`src/rtl/linear_proj_pkg.sv`:
```
// Shared types and constants for the Q/K/V linear-projection sequencers.
package linear_proj_pkg;

    localparam int unsigned NUM_PROJ = 3;
    localparam int unsigned PROJ_Q   = 0;
    localparam int unsigned PROJ_K   = 1;
    localparam int unsigned PROJ_V   = 2;

    typedef enum logic [2:0] {
        ST_IDLE,
        ST_CLEAR,
        ST_FEED,
        ST_WAIT,
        ST_PRESENT,
        ST_FINISH
    } proj_seq_state_t;

    // Engine numbering is projection-major: proj*NUM_HEADS + head.
    function automatic int unsigned eng_index(input int unsigned proj,
                                              input int unsigned head,
                                              input int unsigned num_heads);
        return proj * num_heads + head;
    endfunction

endpackage

```
`src/rtl/linear_proj_seq_ctrl_if.sv`:
```
// Input-tile and output-column handshakes of the projection sequencer.
interface linear_proj_seq_ctrl_if #(
    parameter int unsigned TILE_W = 256,
    parameter int unsigned COL_W  = 3
);
    logic              in_valid;
    logic              in_ready;
    logic [TILE_W-1:0] in_tile;
    logic              out_valid;
    logic              out_ready;
    logic [COL_W-1:0]  out_col;

    // Token buffer / downstream side.
    modport master (
        output in_valid, in_tile, out_ready,
        input  in_ready, out_valid, out_col
    );

    // Sequencer side.
    modport slave (
        input  in_valid, in_tile, out_ready,
        output in_ready, out_valid, out_col
    );
endinterface

```
`src/rtl/linear_proj_rd_delay.sv`:
```
// Valid+data shift register that lines up input tiles with weight-BRAM read data.
module linear_proj_rd_delay #(
    parameter int unsigned STAGES = 2,
    parameter int unsigned W      = 256
) (
    input  logic         clk,
    input  logic         rst,
    input  logic         in_valid,
    input  logic [W-1:0] in_data,
    output logic         out_valid,
    output logic [W-1:0] out_data,
    output logic         any_valid
);
    logic [STAGES-1:0] vld_q;
    logic [STAGES-1:0] vld_d;
    logic [W-1:0]      dat_q [STAGES];
    logic [W-1:0]      dat_d [STAGES];

    // Advance one stage per cycle; empty slots carry zero data.
    always_comb begin
        vld_d[0] = in_valid;
        dat_d[0] = in_valid ? in_data : '0;
        for (int unsigned i = 1; i < STAGES; i++) begin
            vld_d[i] = vld_q[i-1];
            dat_d[i] = dat_q[i-1];
        end
    end

    // Stage registers, flushed by reset.
    always_ff @(posedge clk or posedge rst) begin
        if (rst) begin
            vld_q <= '0;
            for (int unsigned i = 0; i < STAGES; i++) begin
                dat_q[i] <= '0;
            end
        end else begin
            vld_q <= vld_d;
            for (int unsigned i = 0; i < STAGES; i++) begin
                dat_q[i] <= dat_d[i];
            end
        end
    end

    assign out_valid = vld_q[STAGES-1];
    assign out_data  = dat_q[STAGES-1];
    assign any_valid = |vld_q;

endmodule

```
`src/rtl/linear_proj_seq_ctrl.sv`:
```
// Sequencer for the NUM_HEADS*3 projection engines sharing one weight-BRAM port:
// feeds K_CHUNKS input tiles per output column, waits for every engine's
// acc_done, then hands the finished column index downstream.
module linear_proj_seq_ctrl
    import linear_proj_pkg::*;
#(
    parameter int unsigned NUM_HEADS   = 4,
    parameter int unsigned K_CHUNKS    = 8,
    parameter int unsigned N_COL_TILES = 4,
    parameter int unsigned TILE_W      = 256,
    parameter int unsigned RD_LAT      = 1,
    parameter int unsigned TIMEOUT_CYC = 1023,
    localparam int unsigned NUM_ENG    = NUM_HEADS * NUM_PROJ,
    localparam int unsigned AW         = (K_CHUNKS * N_COL_TILES > 1) ? $clog2(K_CHUNKS * N_COL_TILES) : 1
) (
    input  logic                       clk,
    input  logic                       rst,
    input  logic                       start,
    linear_proj_seq_ctrl_if.slave      bus,
    output logic                       w_enb,
    output logic [AW-1:0]              w_addrb,
    output logic                       eng_en,
    output logic [TILE_W-1:0]          eng_tile,
    output logic                       acc_rst,
    input  logic [NUM_ENG-1:0]         eng_acc_done,
    output logic                       busy,
    output logic                       done,
    output logic                       err_timeout
);
    localparam int unsigned CW  = $clog2(N_COL_TILES) + 1;
    localparam int unsigned KW  = $clog2(K_CHUNKS) + 1;
    localparam int unsigned WCW = (TIMEOUT_CYC > 0) ? $clog2(TIMEOUT_CYC + 1) : 1;

    proj_seq_state_t state_q, state_d;
    logic [CW-1:0]      col_q, col_d;
    logic [KW-1:0]      k_q, k_d;
    logic [NUM_ENG-1:0] bitmap_q, bitmap_d;
    logic [WCW-1:0]     wcnt_q, wcnt_d;
    logic               in_ready_q, in_ready_d;
    logic               w_enb_q, w_enb_d;
    logic [AW-1:0]      w_addrb_q, w_addrb_d;
    logic               acc_rst_q, acc_rst_d;
    logic               out_valid_q, out_valid_d;
    logic               busy_q, busy_d;
    logic               done_q, done_d;
    logic               err_q, err_d;
    logic               hs;
    logic               dly_any;

    // Next-state and registered-output computation for the whole sequencer.
    always_comb begin
        state_d     = state_q;
        col_d       = col_q;
        k_d         = k_q;
        bitmap_d    = bitmap_q;
        wcnt_d      = wcnt_q;
        in_ready_d  = in_ready_q;
        w_enb_d     = 1'b0;
        w_addrb_d   = w_addrb_q;
        acc_rst_d   = 1'b0;
        out_valid_d = out_valid_q;
        done_d      = 1'b0;
        err_d       = err_q;
        hs          = bus.in_valid & in_ready_q;

        unique case (state_q)
            ST_IDLE: begin
                if (start) begin
                    state_d   = ST_CLEAR;
                    col_d     = '0;
                    err_d     = 1'b0;
                    acc_rst_d = 1'b1;
                end
            end
            ST_CLEAR: begin
                k_d        = '0;
                bitmap_d   = '0;
                in_ready_d = 1'b1;
                state_d    = ST_FEED;
            end
            ST_FEED: begin
                if (hs) begin
                    w_enb_d   = 1'b1;
                    w_addrb_d = AW'(col_q) * AW'(K_CHUNKS) + AW'(k_q);
                    k_d       = k_q + KW'(1);
                    if (k_q == KW'(K_CHUNKS - 1)) begin
                        in_ready_d = 1'b0;
                        wcnt_d     = '0;
                        state_d    = ST_WAIT;
                    end
                end
            end
            ST_WAIT: begin
                // A pulse landing in the completing cycle still counts.
                bitmap_d = bitmap_q | eng_acc_done;
                if (!dly_any && (&bitmap_d)) begin
                    out_valid_d = 1'b1;
                    state_d     = ST_PRESENT;
                end else if (wcnt_q == WCW'(TIMEOUT_CYC)) begin
                    err_d   = 1'b1;
                    done_d  = 1'b1;
                    state_d = ST_IDLE;
                end else begin
                    wcnt_d = wcnt_q + WCW'(1);
                end
            end
            ST_PRESENT: begin
                if (bus.out_ready) begin
                    out_valid_d = 1'b0;
                    if (col_q == CW'(N_COL_TILES - 1)) begin
                        done_d  = 1'b1;
                        state_d = ST_FINISH;
                    end else begin
                        col_d     = col_q + CW'(1);
                        acc_rst_d = 1'b1;
                        state_d   = ST_CLEAR;
                    end
                end
            end
            ST_FINISH: begin
                state_d = ST_IDLE;
            end
            default: begin
                state_d = ST_IDLE;
            end
        endcase

        busy_d = (state_d != ST_IDLE);
    end

    // State and output registers; reset aborts any pass in progress.
    always_ff @(posedge clk or posedge rst) begin
        if (rst) begin
            state_q     <= ST_IDLE;
            col_q       <= '0;
            k_q         <= '0;
            bitmap_q    <= '0;
            wcnt_q      <= '0;
            in_ready_q  <= 1'b0;
            w_enb_q     <= 1'b0;
            w_addrb_q   <= '0;
            acc_rst_q   <= 1'b0;
            out_valid_q <= 1'b0;
            busy_q      <= 1'b0;
            done_q      <= 1'b0;
            err_q       <= 1'b0;
        end else begin
            state_q     <= state_d;
            col_q       <= col_d;
            k_q         <= k_d;
            bitmap_q    <= bitmap_d;
            wcnt_q      <= wcnt_d;
            in_ready_q  <= in_ready_d;
            w_enb_q     <= w_enb_d;
            w_addrb_q   <= w_addrb_d;
            acc_rst_q   <= acc_rst_d;
            out_valid_q <= out_valid_d;
            busy_q      <= busy_d;
            done_q      <= done_d;
            err_q       <= err_d;
        end
    end

    // One register stage for the address plus RD_LAT for the BRAM read.
    linear_proj_rd_delay #(
        .STAGES (RD_LAT + 1),
        .W      (TILE_W)
    ) u_rd_delay (
        .clk       (clk),
        .rst       (rst),
        .in_valid  (hs),
        .in_data   (bus.in_tile),
        .out_valid (eng_en),
        .out_data  (eng_tile),
        .any_valid (dly_any)
    );

    assign bus.in_ready  = in_ready_q;
    assign bus.out_valid = out_valid_q;
    assign bus.out_col   = col_q;
    assign w_enb         = w_enb_q;
    assign w_addrb       = w_addrb_q;
    assign acc_rst       = acc_rst_q;
    assign busy          = busy_q;
    assign done          = done_q;
    assign err_timeout   = err_q;

endmodule

```
`src/flat_wrapper.sv`:
```
// flat-port wrapper written by rule: the top's interface ports become plain ports
module linear_proj_seq_ctrl_flat import linear_proj_pkg::*;
#(
    parameter int unsigned NUM_HEADS   = 4,
    parameter int unsigned K_CHUNKS    = 8,
    parameter int unsigned N_COL_TILES = 4,
    parameter int unsigned TILE_W      = 256,
    parameter int unsigned RD_LAT      = 1,
    parameter int unsigned TIMEOUT_CYC = 1023,
    localparam int unsigned NUM_ENG    = NUM_HEADS * NUM_PROJ,
    localparam int unsigned AW         = (K_CHUNKS * N_COL_TILES > 1) ? $clog2(K_CHUNKS * N_COL_TILES) : 1
)
  (clk, rst, start, w_enb, w_addrb, eng_en, eng_tile, acc_rst, eng_acc_done, busy, done, err_timeout, bus_in_valid, bus_in_tile, bus_out_ready, bus_in_ready, bus_out_valid, bus_out_col);
  linear_proj_seq_ctrl_if #(.TILE_W(TILE_W), .COL_W(($clog2(N_COL_TILES) + 1))) bus_i ();
  input  logic clk;
  input  logic rst;
  input  logic start;
  output logic w_enb;
  output logic [AW-1:0] w_addrb;
  output logic eng_en;
  output logic [TILE_W-1:0] eng_tile;
  output logic acc_rst;
  input  logic [NUM_ENG-1:0] eng_acc_done;
  output logic busy;
  output logic done;
  output logic err_timeout;
  input wire logic [$bits(bus_i.in_valid)-1:0] bus_in_valid;
  input wire logic [$bits(bus_i.in_tile)-1:0] bus_in_tile;
  input wire logic [$bits(bus_i.out_ready)-1:0] bus_out_ready;
  output wire logic [$bits(bus_i.in_ready)-1:0] bus_in_ready;
  output wire logic [$bits(bus_i.out_valid)-1:0] bus_out_valid;
  output wire logic [$bits(bus_i.out_col)-1:0] bus_out_col;
  assign bus_i.in_valid = bus_in_valid;
  assign bus_i.in_tile = bus_in_tile;
  assign bus_i.out_ready = bus_out_ready;
  assign bus_in_ready = bus_i.in_ready;
  assign bus_out_valid = bus_i.out_valid;
  assign bus_out_col = bus_i.out_col;
  linear_proj_seq_ctrl #(.NUM_HEADS(NUM_HEADS), .K_CHUNKS(K_CHUNKS), .N_COL_TILES(N_COL_TILES), .TILE_W(TILE_W), .RD_LAT(RD_LAT), .TIMEOUT_CYC(TIMEOUT_CYC)) u_core (.clk(clk), .rst(rst), .start(start), .bus(bus_i), .w_enb(w_enb), .w_addrb(w_addrb), .eng_en(eng_en), .eng_tile(eng_tile), .acc_rst(acc_rst), .eng_acc_done(eng_acc_done), .busy(busy), .done(done), .err_timeout(err_timeout));
endmodule
```
`config.mk`:
```
export PLATFORM = sky130hd
export DESIGN_NAME = linear_proj_seq_ctrl_flat
export DESIGN_NICKNAME = d
export VERILOG_FILES = /design/src/rtl/linear_proj_pkg.sv /design/src/rtl/linear_proj_seq_ctrl_if.sv /design/src/rtl/linear_proj_rd_delay.sv /design/src/rtl/linear_proj_seq_ctrl.sv /design/src/flat_wrapper.sv
export SDC_FILE = /design/constraint.sdc
export NUM_CORES = 1
export LEC_CHECK = 0
export CORE_AREA = 2 2 212 214
export CTS_BUF_LIST = sky130_fd_sc_hd__clkbuf_16
export DETAILED_ROUTE_END_ITERATION = 12
export DIE_AREA = 0 0 214 216
export PLACE_DENSITY = 0.76
export SYNTH_ARGS = -nofsm -noshare
export SYNTH_HDL_FRONTEND = slang
export SYNTH_HIERARCHICAL = 1
export SYNTH_SLANG_ARGS = --single-unit
export TNS_END_PERCENT = 100
```
`constraint.sdc`:
```
create_clock -name clk -period 26.4 [get_ports clk]
set_input_delay 3.96 -clock clk [delete_from_list [all_inputs] [get_ports clk]]
set_output_delay 3.96 -clock clk [all_outputs]
set_load 0.02 [all_outputs]
```
==> results of run 1 <==
-- kinds of logic (layout without fill, tap and decap cells) --
logic type               count (synthesis)  count (layout)  share of synthesized area [%]
AO/OA/AOI/OAI                           53              53                           2.28
buffers and inverters                   43             655                           1.31
adder cells (fa/ha/maj)                  5               5                          0.373
multiplexers                             6               6                          0.366
flip-flops                             558             558                           83.3
AND/OR/NAND/NOR                        342             342                           12.3
XOR/XNOR                                 2               2                          0.104
other                                    0               2                              0
-- cell usage after synthesis (2+ instances only) --
cell type    n
inv_1        7
buf_2        4
o21ai_0     13
or2_2        2
clkbuf_4     2
a22o_1      12
buf_4        2
and2_1     262
o211ai_1     3
dfrtp_1    558
a21oi_1      9
clkbuf_2    24
nor2b_1      2
nor4_2       2
mux2i_1      5
o22ai_1      5
ha_1         5
nor3_1       2
nand4b_1     2
nand4_1      5
nor2_1      10
nand3_1     11
clkbuf_1     3
nand2_1     33
xnor2_1      2
and3_4       3
o41ai_1      2
-- path summary, 6_finish.rpt --
check	endpoint
worst max-delay path	u_core/u_rd_delay/out_data[98]
worst min-delay path	u_core/u_rd_delay/out_data[238]
worst max register to register	u_core/wcnt_q[7]
worst min register to register	u_core/u_rd_delay/out_data[238]
max in group clk	bus_out_col[0]
min in group asynchronous	u_core/u_rd_delay/out_data[74]
-- power by group --
group	switching, uW	leakage, uW	internal [uW]	total, uW
Combinational	234	0.00325	211	445
Clock	314	0.000854	412	725
Sequential	57.5	0.00729	990	1050
-- layer usage --
metal | GRT usage (%) | wire length, um | up-vias
li1 | - | - | 4343
met1 | 21.4 | 16100 | 4862
met2 | 31.6 | 21400 | 372
met3 | 5.76 | 2950 | 97
met4 | 7.51 | 1540 | 4
met5 | 0 | 30 | -
-- placed cells by master, fill, tap and decap left out, drive strengths merged, types with 2 or more instances in the layout --
cell type,count
diode,2
nor4,3
and2,263
nand4,6
buf,9
dfrtp,558
clkdlybuf4s50,544
nor2,10
a21oi,9
nor2b,2
ha,5
mux2i,5
inv,22
o21ai,14
nor3,2
xnor2,2
nand2,33
o41ai,2
clkbuf,56
nand4b,2
o22ai,5
or2,2
a22o,13
bufinv,3
clkinvlp,4
clkinv,17
nand3,11
and3,4
o211ai,3
-- sequential cells by signal, indices dropped and copies added, names as in the netlist --
| name | count |
|---|---|
| u_core/k_q | 4 |
| u_core/w_enb | 1 |
| u_core/wcnt_q | 10 |
| u_core/bus.out_valid | 1 |
| u_core/err_timeout | 1 |
| u_core/u_rd_delay/vld_q | 2 |
| u_core/done | 1 |
| u_core/state_q | 3 |
| u_core/bitmap_q | 12 |
| u_core/busy | 1 |
| u_core/w_addrb | 5 |
| u_core/u_rd_delay/out_data | 256 |
| u_core/bus.out_col | 3 |
| u_core/u_rd_delay/dat_d | 256 |
| u_core/acc_rst | 1 |
| u_core/bus.in_ready | 1 |
-- stage by stage --
step	hold WS, ns	area [um2]	setup WS, ns
final	0.341	24500	19.19
after global routing	0.348	24500	18.50
after CTS	0.341	24500	18.99
after detailed placement	0.335	22800	18.32
after global placement	0.331	22800	18.47
after floorplan	0.331	16800	8.08
-- final cells by class --
cell class              instances  area share [%]
clock inverters                39            1.12
well taps                     592            3.02
diodes                          2          0.0204
flip-flops and latches        558            57.0
multi-input cells             408            10.6
clock buffers                  56            5.72
repair buffers                553            22.5
inverters                       7           0.138
==> metrics.md, run 1 <==
| Metric | Value |
|---|---|
| Buf/Inv on CP | 5 |
| CP max FO | 134 |
| Tcrit/Tclk final | 27.3% |
| I/O Buffers | 544 |
| Reg-to-reg setup timing slack | about 24 ns |
| DP Cell Count | 2118 |
| MaxCap Viol Count | 0 |
| Dpl hpwl | around 30000 um |
| Fillers | ~3.4k |
| CTS max path bufs | 3 |
| Rel. slew slack | 31.3% |
| Post-CTS Setup Bufs | 0 |
| Stages on worst setup path | 5 |
| # clock sinks | 558 |
| Synth Register Bits | 558 |
| CTS H-tree depth | 2 |
| Critical path type | primary input to asynchronous set/reset pin |
| Clock-pin slew on the worst setup and hold paths | about 0.06 ns |
| Synth warnings | 6 |
| Final min period | 7.21 ns |
| Area contributors post-synth | dfrtp_1 (83%), and2_1 (9.8%), nand2_1 (0.74%), clkbuf_2 (0.72%), a22o_1 (0.63%) |
| Fin cells | 2215 |
| Crit. End Element | asynchronous set/reset pin |
| Die height | 216 um |
| Worst r2r path cells | 5 |
| P_leak | 0.0114 uW |
| Synth Area per Inst | 16.6 um2 |
| Post-Synthesis Net Count | between 1k and 1.5k |
| Critical Path AT | 7.83 ns |
| Req. time, crit path | 27.02 ns |
| Synthesized area | 0.0168 mm2 |
| CP dominant cell by count | buf_4 |
| Core box area | 0.0438 mm2 |
| CP Cell Sequence | clkdlybuf4s50_1 > inv_8 > buf_4 > buf_4 > buf_4 |
| Register area share after synthesis | 83.3% |
| Synth top area share | 83.3% |
| Clk_lat worst skew | slightly below 0.6 ns |
| Post-DR vias/cell | 4.37 |
| Final ANT Viol Nets | 0 |
| Worst Min Path Start | u_core/u_rd_delay/dat_d[238] |
| Final setup vio count | 0 |
| HP Class | register to register |
| Routed wire length | roughly 42000 um |
| Max Freq | about 140 MHz |
| Total number of vias | 9678 |
| PD cells | 90.5 mW/mm2 |
| Resized Gates After CTS | 0 |
| Post-synthesis cell type count | 46 |
| DR WL/cell | between 15 and 20 um |
| Die area | 0.0462 mm2 |
| Endpoints failing hold | 0 |
| Hold_buf cts | 0 |
| Number of flops mapped to enable cells by yosys | 0 |
| Total congestion overflow | 0 |
| Unrepaired setup endpoints after global routing | false |
| Cell row count | a little under 80 |
| Layout Skew | 0.0147 ns |
| Layout Nets | between 1.5k and 2k |
| Startpoint types | primary input |
| Setup_tns | 0 ns |
| Num ports | approximately 550 |
| Worst-Margin Slew | a little over 1 ns |
| Tot GR Track Use | 18.4% |
| Final core occ | 55.9% |
| First-pass GRT wire length | 64200 um |
| Power consumption | 2220 uW |
| Outcome | finished clean |
| Vias in the first global route | between 10k and 15k |
| Top delay family on crit path | buffers and inverters |
| Max VDD drop | 0.0000470 V |
| Beginning of the critical path | rst |
| Area of the multi-input gates | around 0.0026 mm2 |
| Pin count of the biggest net entering global routing | about 140 |
| Predominant post-synthesis flop cell | dfrtp_1 |
| Area added between synthesis and finish | 46.2% |
| Residual DRC | 0 |
| Ys async rst share | 100% |
| Hold path depth | 0 |
| CTS tree | yes |
| Slew Viols, Final | 0 |
| Clk root buf | clkbuf_16 |
| Initial antenna violation count | 3 |
| Initial drt markers | ~720 |
| Synth Instances | 1009 |
| Drt pass-1 iters | 4 |
| Slowest stage cell, crit path | buf_4 |
| Die W | 214 um |
| Layout cells sized above 1 | under 10% |
| Largest area contributor in the netlist | dfrtp_1 |
| Register area | 0.0140 mm2 |
| Initial core utilization | 38.3% |
| Routability cong. | 0.843 |
| Total CTS buffers | 55 |
| Max incr delay on CP | 0.91 ns |
| Reg2reg start | u_core/state_q[2] |
Note: power is estimated with default switching activity, not from simulation.
==> inputs of run 2 (changes only) <==
--- a/config.mk
+++ b/config.mk
@@ -9,7 +9,7 @@
 export CTS_BUF_LIST = sky130_fd_sc_hd__clkbuf_16
 export DETAILED_ROUTE_END_ITERATION = 12
 export DIE_AREA = 0 0 214 216
-export PLACE_DENSITY = 0.76
+export PLACE_DENSITY = 0.79
 export SYNTH_ARGS = -nofsm -noshare
 export SYNTH_HDL_FRONTEND = slang
 export SYNTH_HIERARCHICAL = 1
==> constraint.sdc (replaced) <==
create_clock -name clk -period 6.4 [get_ports clk]
set_input_delay 0.96 -clock clk [delete_from_list [all_inputs] [get_ports clk]]
set_output_delay 0.96 -clock clk [all_outputs]
set_load 0.02 [all_outputs]
==> run 2 against run 1 <==
  * Total power rose to 4.2 times the previous value
  * Cell area rose by 0.63%
  * Via count rose by 0.56%
  * Critical path type is now register to output pin
  * Flip-flop and latch count did not move
==> metrics.md, run 2 (synthesis gave the netlist of run 1 again) <==
| Metric | Value |
|---|---|
| HP Class | register to register |
| Min setup slack post-route | 3.69 ns |
| Initial core utilization | 38.3% |
| Total congestion overflow | 0 |
| Clock power frac | 33.7% |
| Hold_buf cts | 0 |
| # clock sinks | around 560 |
| Max Used Layer | met5 |
| Area added between synthesis and finish | 47.2% |
| Final core occ | 56.3% |
| Req. time, crit path | 5.44 ns |
| Most frequent cells in the layout | dfrtp_1 (558), clkdlybuf4s50_1 (544), and2_1 (261), clkbuf_16 (54), nand2_1 (33) |
| Logic gate share of total power | 19.8% |
| Drt pass-1 iters | 4 |
| Buf/Inv on CP | 1 |
| Power consumption | 9320 uW |
| Internal power | between 6000 and 7000 uW |
| Setup WS pre-CTS | 3.19 ns |
| First-pass GRT wire length | 64100 um |
| Cell row count | 77 |
| Most common cell after layout, fill and taps aside | dfrtp_1 |
| Layout Skew | 0.00877 ns |
| Routed wire length | approximately 42000 um |
| Initial antenna violation count | 8 |
| Unrepaired setup endpoints after global routing | false |
| Final hold slack | roughly 0.34 ns |
| Max Freq | 369 MHz |
| Sequential share of power | around 47% |
| Residual DRC | 0 |
| Total number of vias | 9732 |
| Vias in the first global route | between 10k and 15k |
| Initial drt markers | between 800 and 900 |
| Pin count of the biggest net entering global routing | 177 |
| Final min period | 2.71 ns |
| Slowest stage cell, crit path | clkdlybuf4s50_1 |
| Clk root buf | clkbuf_16 |
| Crit. End Element | output pin |
| Layout cells sized above 1 | 6.15% |
| Die area | 0.0462 mm2 |
| CTS H-tree depth | 2 |
| Slew Viols, Final | 0 |
| Tot GR Track Use | 18.4% |
| Tcrit/Tclk final | 42.3% |
| Clock-pin slew on the worst setup and hold paths | 0.06 ns |
| Reg2reg start | u_core/state_q[2] |
| Resized Gates After CTS | 0 |
| CP max FO | 1 |
| Die W | around 210 um |
| Outcome | finished clean |
| Core box area | approximately 0.044 mm2 |
| Worst r2r path cells | 5 |
| DR WL/cell | 19.0 um |
| Fillers | 3340 |
| Die height | approximately 220 um |
| Max VDD drop | 0.000268 V |
| Switch share | 27.5% |
| Dpl hpwl | around 29000 um |
| Startpoint types | register |
| Hold Path End | u_core/u_rd_delay/out_data[32] |
| CTS tree | yes |
| Routability cong. | around 0.84 |
| Worst Min Path Start | u_core/u_rd_delay/dat_d[32] |
| Worst-Margin Slew | 0.948 ns |
| P_leak | 0.0114 uW |
| Top delay family on crit path | buffers and inverters |
| Met3 WL | 3640 um |
| Total CTS buffers | 54 |
| MaxCap Viol Count | 0 |
| Post-DR vias/cell | roughly 4.4 |
| Max incr delay on CP | 0.84 ns |
| Met2 Routed Length | 20600 um |
| Rel. slew slack | a little under two fifths |
| NetSw | 2570 uW |
| Critical Path AT | 1.75 ns |
| PD cells | 378 mW/mm2 |
| Clk_lat worst skew | 0.58 ns |
| Hold path depth | 0 |
| Critical path type | register to output pin |
| Final ANT Viol Nets | 0 |
| Reg-to-reg setup timing slack | 4.16 ns |
| Final setup vio count | 0 |
| Layout Nets | 1858 |
| Num ports | 545 |
| Wl on met1 | 16200 um |
| CP Cell Sequence | clkdlybuf4s50_1 |
| CTS max path bufs | 3 |
| I/O Buffers | 544 |
| Post-CTS Setup Bufs | 0 |
| Endpoints failing hold | 0 |
| Worst R2R End | u_core/wcnt_q[7] |
run 2: cell count changes in the layout (fill, tap and decap cells not counted), sizes merged:
cell	before	now
bufinv	3	6
diode	2	6
clkinv	17	23
clkbuf	56	54
inv	22	19
clkinvlp	4	6
buf	9	7
run 2: cell type report:
type / count / area [um2] / area share [%]
clock inverters: 47 / 438 / 1.77
well taps: 592 / 741 / 3.00
clock buffers: 54 / 1350 / 5.48
multi-input cells: 408 / 2590 / 10.5
flip-flops and latches: 558 / 14000 / 56.6
diodes: 6 / 15.0 / 0.0609
inverters: 7 / 30.0 / 0.122
repair buffers: 551 / 5550 / 22.5
run 2: how the worst max path moves through the flow:
| stage | startpoint | to | cells after the start |
|---|---|---|---|
| finish | u_core/u_rd_delay/out_data[55] | eng_tile[55] | 1 |
| global route | u_core/u_rd_delay/out_data[55] | eng_tile[55] | 1 |
| CTS | u_core/u_rd_delay/out_data[55] | eng_tile[55] | 1 |
| global placement | bus_in_valid | u_core/k_q[1] | 6 |
| floorplan | rst | u_core/u_rd_delay/dat_d[0] | 1 |
| detailed placement | bus_in_valid | u_core/k_q[1] | 6 |
run 2: layer usage:
layer | vias up | track usage (%)
met4 | 4 | 9.07
met2 | 422 | 30.2
met1 | 4844 | 21.7
li1 | 4353 | -
met5 | - | 0
met3 | 109 | 6.23
run 2: per-stage QoR:
stage	area (um2)	TNS, ns	cells
final	24700	0	2223
after global routing	24700	0	2221
after CTS	24700	0	2217
after detailed placement	22900	0	2116
after global placement	22900	0	2116
after floorplan	16800	-791.72	1009
run 2: power by group through the flow:
stage,Combinational [uW],Clock [uW],Sequential (uW)
finish,1850,3140,4340
global route,1970,3370,4390
CTS,1870,3230,4340
detailed placement,1860,0,4390
global placement,1820,0,4360
floorplan,550,0,4690
